**config.mk**
```make
export PLATFORM = sky130hd
export DESIGN_NAME = cic_decimator_param
export DESIGN_NICKNAME = d
export VERILOG_FILES = /design/src/rtl/cic_pkg.sv /design/src/rtl/cic_comb_stage.sv /design/src/rtl/cic_decimator_param.sv
export SDC_FILE = /design/constraint.sdc
export NUM_CORES = 2
export LEC_CHECK = 0
export BUFFER_PORTS_ARGS = -buffer_cell sky130_fd_sc_hd__buf_2
export CAP_MARGIN = 10
export CORE_UTILIZATION = 46
export DETAILED_ROUTE_END_ITERATION = 6
export GPL_ROUTABILITY_DRIVEN = 0
export SLEW_MARGIN = 20
export SYNTH_ARGS = -nofsm -noshare
export SYNTH_HDL_FRONTEND = slang
export SYNTH_SLANG_ARGS = --single-unit
```
**constraint.sdc**
```tcl
create_clock -name clk -period 9.8 [get_ports clk]
set_clock_uncertainty 0.1 [all_clocks]
set_input_delay 0.98 -clock clk [delete_from_list [all_inputs] [get_ports clk]]
set_output_delay 0.98 -clock clk [all_outputs]
set_load 0.01 [all_outputs]
```
**src/rtl/cic_pkg.sv**
```systemverilog
// cic_pkg: sizing helpers shared by the CIC decimator family
//   clog2      - ceiling log2, used for port and counter widths
//   acc_width  - integrator/comb register width that cannot overflow at the largest decimation
//   norm_shift - left-shift (positive) or rounding right-shift (negative) that normalises a result
package cic_pkg;

    function automatic int clog2(input int v);
        int r;
        r = 0;
        while ((1 << r) < v) r++;
        return r;
    endfunction

    function automatic int acc_width(input int in_w, input int order, input int kmax);
        return in_w + order * kmax + 1;
    endfunction

    function automatic int norm_shift(input int out_w, input int in_w, input int order, input int k);
        return out_w - in_w - order * k;
    endfunction

endpackage

```
**src/rtl/cic_comb_stage.sv**
```systemverilog
// cic_comb_stage: one registered comb section y = x - x_prev with valid tracking
//   clk, rst_n - clock and asynchronous active-low reset
//   clr_i      - synchronous flush of the delay, output and valid
//   x_i, vld_i - input sample and its valid
//   y_o, vld_o - registered comb output and its valid, one clock later
module cic_comb_stage #(
    parameter int W = 30
) (
    input  logic                clk,
    input  logic                rst_n,
    input  logic                clr_i,
    input  logic signed [W-1:0] x_i,
    input  logic                vld_i,
    output logic signed [W-1:0] y_o,
    output logic                vld_o
);
    logic signed [W-1:0] dly_q, y_q;
    logic                vld_q;

    always_ff @(posedge clk or negedge rst_n)
        if (!rst_n) begin
            dly_q <= '0;
            y_q   <= '0;
            vld_q <= 1'b0;
        end else if (clr_i) begin
            dly_q <= '0;
            y_q   <= '0;
            vld_q <= 1'b0;
        end else begin
            vld_q <= vld_i;
            if (vld_i) begin
                y_q   <= x_i - dly_q;
                dly_q <= x_i;
            end
        end

    assign y_o   = y_q;
    assign vld_o = vld_q;

endmodule

```
**src/rtl/cic_decimator_param.sv**
```systemverilog
// cic_decimator_param: ORDER-stage CIC decimator, R = 2^k, with normalisation, rounding and saturation
//   clk, rst_n          - clock and asynchronous active-low reset
//   din, din_valid      - input sample and accept strobe
//   cfg_load, cfg_k     - pulse loading decimation exponent k and flushing the filter
//   dout, dout_valid    - normalised saturated output and its one-cycle strobe
//   settling            - high while the first ORDER decimated results are suppressed
//   sat_flag            - sticky saturation indicator, cleared by cfg_load
module cic_decimator_param
    import cic_pkg::*;
#(
    parameter int ORDER    = 7,
    parameter int IN_W     = 1,
    parameter int DSM_MODE = 1,
    parameter int KMAX     = 4,
    parameter int DEF_K    = 3,
    parameter int OUT_W    = 24
) (
    input  logic                         clk,
    input  logic                         rst_n,
    input  logic [IN_W-1:0]              din,
    input  logic                         din_valid,
    input  logic                         cfg_load,
    input  logic [clog2(KMAX+1)-1:0]     cfg_k,
    output logic signed [OUT_W-1:0]      dout,
    output logic                         dout_valid,
    output logic                         settling,
    output logic                         sat_flag
);
    localparam int ACC_W = acc_width(IN_W, ORDER, KMAX);
    localparam int KW    = clog2(KMAX + 1);
    localparam int PW    = KMAX > 0 ? KMAX : 1;
    localparam int SW    = clog2(ORDER + 1);
    localparam int NW    = ACC_W + OUT_W + 1;

    logic [KW-1:0]           k_q;
    logic [PW-1:0]           phase_q;
    logic                    strb_q, last;
    logic signed [ACC_W-1:0] x, acc;
    logic signed [ACC_W-1:0] integ_d [ORDER];
    logic signed [ACC_W-1:0] integ_q [ORDER];
    logic signed [ACC_W-1:0] c_dat   [ORDER+1];
    logic                    c_vld   [ORDER+1];
    logic [SW-1:0]           sup_q;
    logic                    settled, sat_q, dout_valid_q, sat_hi, sat_lo;
    logic signed [OUT_W-1:0] dout_q, res;
    logic signed [NW-1:0]    ext, norm;
    int                      s;

    // Delta-sigma bitstreams map 0/1 to -1/+1; otherwise din is already two's complement.
    assign x = DSM_MODE != 0 ? (din[0] ? ACC_W'(1) : '1) : ACC_W'(signed'(din));

    // Integrator cascade updates in one clock: each stage sees the new value of the one before it,
    // built as running prefix sums of the registered values to keep the path loop-free.
    always_comb begin
        acc = x;
        for (int i = 0; i < ORDER; i++) begin
            acc        = acc + integ_q[i];
            integ_d[i] = acc;
        end
    end

    assign last = int'(phase_q) == (1 << k_q) - 1;

    always_ff @(posedge clk or negedge rst_n)
        if (!rst_n) begin
            k_q     <= KW'(DEF_K);
            phase_q <= '0;
            strb_q  <= 1'b0;
            integ_q <= '{default: '0};
        end else if (cfg_load) begin
            k_q     <= cfg_k > KW'(KMAX) ? KW'(KMAX) : cfg_k;
            phase_q <= '0;
            strb_q  <= 1'b0;
            integ_q <= '{default: '0};
        end else if (din_valid) begin
            integ_q <= integ_d;
            phase_q <= last ? '0 : phase_q + 1'b1;
            strb_q  <= last;
        end else begin
            strb_q  <= 1'b0;
        end

    // The last integrator is sampled by the first comb on the clock after the strobe.
    assign c_dat[0] = integ_q[ORDER-1];
    assign c_vld[0] = strb_q;

    for (genvar g = 0; g < ORDER; g++) begin : g_comb
        cic_comb_stage #(.W(ACC_W)) u_comb (
            .clk   (clk),
            .rst_n (rst_n),
            .clr_i (cfg_load),
            .x_i   (c_dat[g]),
            .vld_i (c_vld[g]),
            .y_o   (c_dat[g+1]),
            .vld_o (c_vld[g+1])
        );
    end

    // Normalise in a width wide enough for the largest left shift, then clamp to OUT_W.
    always_comb begin
        s      = norm_shift(OUT_W, IN_W, ORDER, int'(k_q));
        ext    = NW'(c_dat[ORDER]);
        norm   = s >= 0 ? ext <<< s : (ext + (NW'(1) <<< (-s - 1))) >>> (-s);
        sat_hi = !norm[NW-1] && (|norm[NW-2:OUT_W-1]);
        sat_lo = norm[NW-1] && !(&norm[NW-2:OUT_W-1]);
        res    = sat_hi ? {1'b0, {(OUT_W-1){1'b1}}} : sat_lo ? {1'b1, {(OUT_W-1){1'b0}}} : norm[OUT_W-1:0];
    end

    assign settled = sup_q == SW'(ORDER);

    // The first ORDER decimated results carry partial integrator history and are swallowed here.
    always_ff @(posedge clk or negedge rst_n)
        if (!rst_n) begin
            dout_q       <= '0;
            dout_valid_q <= 1'b0;
            sup_q        <= '0;
            sat_q        <= 1'b0;
        end else if (cfg_load) begin
            dout_valid_q <= 1'b0;
            sup_q        <= '0;
            sat_q        <= 1'b0;
        end else begin
            dout_valid_q <= c_vld[ORDER] && settled;
            if (c_vld[ORDER] && !settled)
                sup_q <= sup_q + 1'b1;
            if (c_vld[ORDER] && settled) begin
                dout_q <= res;
                sat_q  <= sat_q | sat_hi | sat_lo;
            end
        end

    assign dout       = dout_q;
    assign dout_valid = dout_valid_q;
    assign settling   = !settled;
    assign sat_flag   = sat_q;

endmodule

```
### Word level (Yosys, flattened, before mapping)

Cells that the tools add are included.

* output and inout port bits: 27
* input bits: 8
* memory bits (writable): 0
* flip-flop bits (word level): 674
* bits in latches: 0
* memory bits (read-only): 0
* memories: 0
* logic and storage cells: 140

* multiply operators: 1
* reductions and logical operators: 20
* div/mod/pow operators: 0
* equal/unequal tests: 2
* $lt $le $gt $ge: 2
* shift operators: 4
* bitwise logic cells: 3
* add/sub/neg operators: 21
* muxes and demuxes: 52

Operators with widths (number)
* 30-bit two-way mux: 29
* 210-bit two-way mux: 2
* 30-bit adder: 7
* 30-bit subtractor: 7
* 32-bit by 2-bit subtractor with 32-bit output (second input constant): 2
* 30-bit by 55-bit adder with 55-bit output: 1
* 55-bit two-way mux: 1
* 2-bit by 32-bit <<< shifter with 55-bit output (first input constant): 1
* 30-bit by 32-bit <<< shifter with 55-bit output: 1
* 55-bit by 32-bit >>> shifter with 55-bit output: 1
* 24-bit two-way mux: 2
* 5-bit by 32-bit equality test with 1-bit output: 1
* 7-bit negator with 32-bit output: 1
* 1-bit by 3-bit left shift with 32-bit output (first input constant): 1
* 31-bit AND reduction: 1
* 31-bit OR reduction: 1
* 2-bit nonzero test: 10
* 1-bit two-way mux: 12
* 4-bit two-way mux: 3
* 3-bit two-way mux: 3
* 7-bit by 1-bit >= comparator with 1-bit output (second input constant): 1
* 5-bit by 6-bit subtractor with 7-bit output (first input constant): 1
* 3-bit by 3-bit multiplier with 6-bit output (first input constant): 1
* 4-bit by 1-bit adder with 4-bit output (second input constant): 1
* 8 further kinds: 14

### Longest topological paths before layout

* word-level depth: 14
* mapped depth: 60
* gate-level depth less buffers: 60

### Hierarchy

From an unflattened synthesis, not the netlist that was laid out.

* cell total of the unflattened synthesis: 7332
* area total of the unflattened synthesis: 60794.6 µm²

By module, submodules not included
* cic_decimator_param: area an instance 31851.8 µm², times used 1, seq. area each 6183.4 µm², cells each 4136
* cic_comb_stage (g_comb[0].u_comb ...): area an instance 4119.0 µm², times used 5, seq. area each 1526.5 µm², cells each 458
* cic_comb_stage (g_comb[1].u_comb ...): area an instance 4174.0 µm², times used 2, seq. area each 1526.5 µm², cells each 453

### Worst setup path after synthesis

No wires, ideal clock.

* kind: input to register
* start point: in din
* end point: reg integ_q (netlist bit c_dat[239])
* path slack: -1623 ps
* stages: 60
* buffers on the path: 0
* required time: 9568 ps
* library setup time: 132 ps
* data arrival time: 11192 ps
* cell sequence: inv_1 ha_1 nor2b_1 o21ai_0 a21boi_0 o21ai_0 a21boi_0 o21ai_0 a21boi_0 o21ai_0 a21boi_0 o21ai_0 a21boi_0 o21a_1 o21ai_0 nand2b_1 a211oi_1 nor2_1 [24 not listed] a22o_1 a311o_1 a21o_1 a21o_1 a41o_1 nor2_1 xnor2_1 ha_1 or3_1 o21ai_0 o21bai_1 o21bai_1 a21oi_1 xnor2_1 xnor2_1 nand2_1 xor2_1 nor2_1

* longest elaborated chain between the ends: 10

RTL lines
* start, declared: RTL line cic_decimator_param.sv:20 `input logic [IN_W-1:0] din,`
* 30-bit two-way mux: RTL line cic_decimator_param.sv:50 `assign x = DSM_MODE != 0 ? (din[0] ? ACC_W'(1) : '1) : ACC_W'(signed'(din));`
* 30-bit adder (7 in a row): RTL line cic_decimator_param.sv:57 `acc = acc + integ_q[i];`
* 210-bit two-way mux: RTL line cic_decimator_param.sv:75 `end else if (din_valid) begin`
* 210-bit two-way mux: RTL line cic_decimator_param.sv:70 `end else if (cfg_load) begin`
* end signal, assigned: RTL line cic_decimator_param.sv:76 `integ_q <= integ_d;`
* end, declared: RTL line cic_decimator_param.sv:40 `logic signed [ACC_W-1:0] integ_q [ORDER];`

No other way between the ends. The select of a mux whose other input is x is not followed.
A chain may end at the register's enable or synchronous reset.

### Worst setup path after layout

Same ends and word-level chain as after synthesis.

==> results by stage <==
Synthesis:
- The total standard cell area after synthesis is 57170 µm².
- In this run, synthesis produced a sequential element count of 674.
- The share of the yosys chip area belonging to registers is 29.50%.
- The async set-or-reset flop fraction in the synthesized netlist is 100.0%.
- A synthesized cell averages 8.279 µm².
- Among all flip-flop cells after synthesis, the most frequent one is sky130_fd_sc_hd__dfrtp_1.
- The count of yosys warnings during synthesis is 0.
- The post-synthesis cell type count is 104.
- The synthesized design contains 0 enable-type register cells.
- The cell count after synthesis came out at 6906.
- The number of nets in the synthesized netlist is 7419.

Clocking:
- The latest clock arrival within the worst-skew pair is 700 ps.
- The maximum clock insertion buffer count is 3.
- The tree is rooted in a sky130_fd_sc_hd__clkbuf_16.
- For this design, the sink count on the clock tree is 674.
- The TritonCTS clock tree is built.
- The CTS clock-pin slew for the worst setup and hold paths is 60 ps.
- The H-tree was split into 3 levels.
- Buffers inserted during clock tree synthesis total 80.

Route:
- For this run, design rule violations remaining after detail routing come to 12.
- The first detailed-routing pass took 7 iterations.
- In the routed layout, each cell is associated on average with a via count of 5.781.
- The number of nets with antenna violations after routing is 0.
- For this block, the routed nets add up to 173.4 mm of wire.
- The number of vias after detailed routing is 54460.
- In this run, the number of DRC markers left after iteration 0 of detailed routing was 4354.
- The per-cell routed wire length is 18.40 µm.

STA:
- The final hold violation count is 0.
- The post-layout minimum cycle time is 10400 ps.
- For this run, the top clock speed supported by timing is 96.14 MHz.
- The transition at the pin with the smallest max-transition slack is 1175 ps.
- The setup slack of the critical path after layout is -601.6 ps.
- After layout, the worst path uses 106.1% of the clock period.
- For the final routed database, the setup TNS stands at -6927 ps.
- Setup violations remaining at the end of the flow were counted as 29.
- Headroom to the max-slew limit came out at 21.61%.
- The number of pins with negative max-slew slack in the final report was 0.
- Setup repair after global routing could not meet its margin everywhere.

Floorplanning:
- The initialized floorplan defines 128 standard-cell rows.
- The die covers 125700 µm².
- The initial cell density of the core is 46.67%.
- After floorplanning, the core was sized to cover 122500 µm².
- Measured along the y axis, the die boundary spans 354.6 µm.
- For this design the top-level I/O count stands at 35.
- The overall die width is 354.6 µm.

Worst setup path:
- The critical path required time is 10230 ps.
- The largest single stage delay on the critical path is 410 ps.
- The origin of the critical flop-to-flop path is integ_q[181].
- The worst-case reg-to-reg path depth is 53.
- Along the worst path, the maximum fanout reaches 5.
- The kind of end point of the critical path is a flop.
- STA classifies the critical path startpoint as an input port.
- Tracing the worst setup path back leads to its startpoint at din.
- By startpoint and endpoint, the worst setup path is classified as input port to flop.
- Among all stages on the critical path, the largest delay is contributed by sky130_fd_sc_hd__o41a_1.
- The worst endpoint data arrival time is 10830 ps.

GRT:
- The first global-routing pass estimated 277.0 mm of wire.
- The fraction of met1 tracks used by global routing is 34.38%.
- The maximum number of pins on one net before global-route repair is 191.
- Global routing consumed, over all layers together, 26.71% of the routing resources.
- The global-route met3 utilization is 4.051%.
- For met2 alone, demand over resource in global routing was 44.25%.
- The initial antenna violation count is 3.
- The number of global-route vias before repair came to 52680.
- The aggregate global routing overflow is 0.
- The most crowded layer after global routing is met2.

Layout:
- Of the cells placed in the final design, the portion with a size suffix greater than 1 is 22.51%.
- The finished layout holds 9420 standard cells, fillers aside.
- In the final design database the tool counted 8244 nets.
- The relative area change from synthesis to final layout is 26.15%.
- The core utilization of the finished layout is 58.87%.
- The count of antenna diodes in the layout is 0.
- The library cells used most frequently in the layout, excluding fill and tap cells, are sky130_fd_sc_hd__nor2_1 (1065), sky130_fd_sc_hd__buf_4 (976), sky130_fd_sc_hd__dfrtp_1 (665), sky130_fd_sc_hd__mux2i_1 (498), sky130_fd_sc_hd__nand2_1 (478).
- Leaving out fill and tap cells, the most frequent cell in the layout is sky130_fd_sc_hd__nor2_1.

Placement:
- The half-perimeter wire length of the detailed placement result is 122.8 mm.
- The number of placed cells counting well taps is 9148.
- The count of buffers added on input and output ports is 34.

Run status:
- The checks that failed: design-rule violations, negative setup slack.
- The run finished, with violations left.

Flow run:
- The number of maximum-capacitance constraint violations is 0.

Hold path:
- The path class of the tightest hold or removal check is input port to async pin.
[area by class of cell]
cell class	count	area (µm²)
multi-input combinational	5526	40680
fill	10910	50390
inverter	385	1449
timing repair buffer	1064	8189
clock inverter	29	543.0
tap	1625	2033
sequential	674	16900
clock buffer	117	2333
[flip-flops by register name (all words and copies together) (netlist names)]
name and flops:
g_comb.u_comb.dly_q 210, g_comb.u_comb.y_o 210, integ_q 180, c_dat 30, dout 24, g_comb.u_comb.vld_o 7
phase_q 4, k_q 3, sup_q 3, dout_valid 1, sat_flag 1, strb_q 1
[stage by stage]
step	hold WS (ps)	worst slack, ps	area [µm²]
global route	251.8	-1144	72120
global placement	364.8	-1483	65240
CTS	199.2	-561.0	70280
finish	209.7	-601.6	72120
detailed placement	370.9	-1606	65240
floorplan	369.2	-926.7	57330
[cell families after synthesis]
logic type | share of synthesized area [%]
flops | 29.50
compound gates | 20.46
xor+xnor | 5.950
simple gates | 18.35
mux | 9.681
fa+ha+maj | 11.30
buf+inv | 4.753
[synth_stat cells, types with 49 or more instances]
cell                       number  share of area [%]
sky130_fd_sc_hd__nor3_1       191                1.7
sky130_fd_sc_hd__a21oi_1      415                3.6
sky130_fd_sc_hd__nand3_1      140                1.2
sky130_fd_sc_hd__a211oi_1      82                1.1
sky130_fd_sc_hd__nor2b_1       59               0.65
sky130_fd_sc_hd__o211ai_1      57               0.75
sky130_fd_sc_hd__a21o_1        94                1.2
sky130_fd_sc_hd__nor2_1      1112                7.3
sky130_fd_sc_hd__a31oi_1       75               0.82
sky130_fd_sc_hd__ha_1         486                 11
sky130_fd_sc_hd__inv_1        381                2.5
sky130_fd_sc_hd__nand2_1      496                3.3
sky130_fd_sc_hd__a22o_1       124                1.9
sky130_fd_sc_hd__clkbuf_1     231                1.5
sky130_fd_sc_hd__mux2i_1      499                8.7
sky130_fd_sc_hd__o21a_1        57               0.75
sky130_fd_sc_hd__dfrtp_1      672                 29
sky130_fd_sc_hd__or3_1         49               0.54
sky130_fd_sc_hd__buf_1         72               0.47
sky130_fd_sc_hd__xnor2_1      268                4.1
sky130_fd_sc_hd__o21ai_0      364                3.2
sky130_fd_sc_hd__a21boi_0      54               0.71
sky130_fd_sc_hd__xor2_1       102                1.6
sky130_fd_sc_hd__and3_1        62               0.68
[final timing paths]
check	slack, ps	end
hold reg to reg	380	dout[15]
min in group clk	380	dout[15]
setup reg to reg	-500	c_dat[239]
hold / removal	210	g_comb[1].u_comb.dly_q[1]
max in group asynchronous	7210	g_comb[2].u_comb.vld_o
setup / recovery	-600	c_dat[239]
[metal layers]
layer,vias up,routed length (µm)
met5,-,14
met4,2,7711
met3,447,10020
met2,1502,80860
met1,26080,74760
li1,26430,-
[critical path, delay by kind of cell]
family / cells / cell delay, ps
xor+xnor: 8 / 1210
compound gates: 22 / 3840
simple gates: 9 / 1440
fa+ha+maj: 7 / 2160
buf+inv: 8 / 1140
[what timing repair did]
action                                  CTS  global route
pin swaps                               215           200
setup buffers                            88            46
gates resized for setup                 316           315
cloned                                    2             1
endpoints found under the setup margin   31            40
hold endpoints to repair                  0             0
hold buffers                              0             0
Power is left out: the tool's default activity adds up to more than one toggle a clock period on the data nets, which glitch-free logic cannot reach.
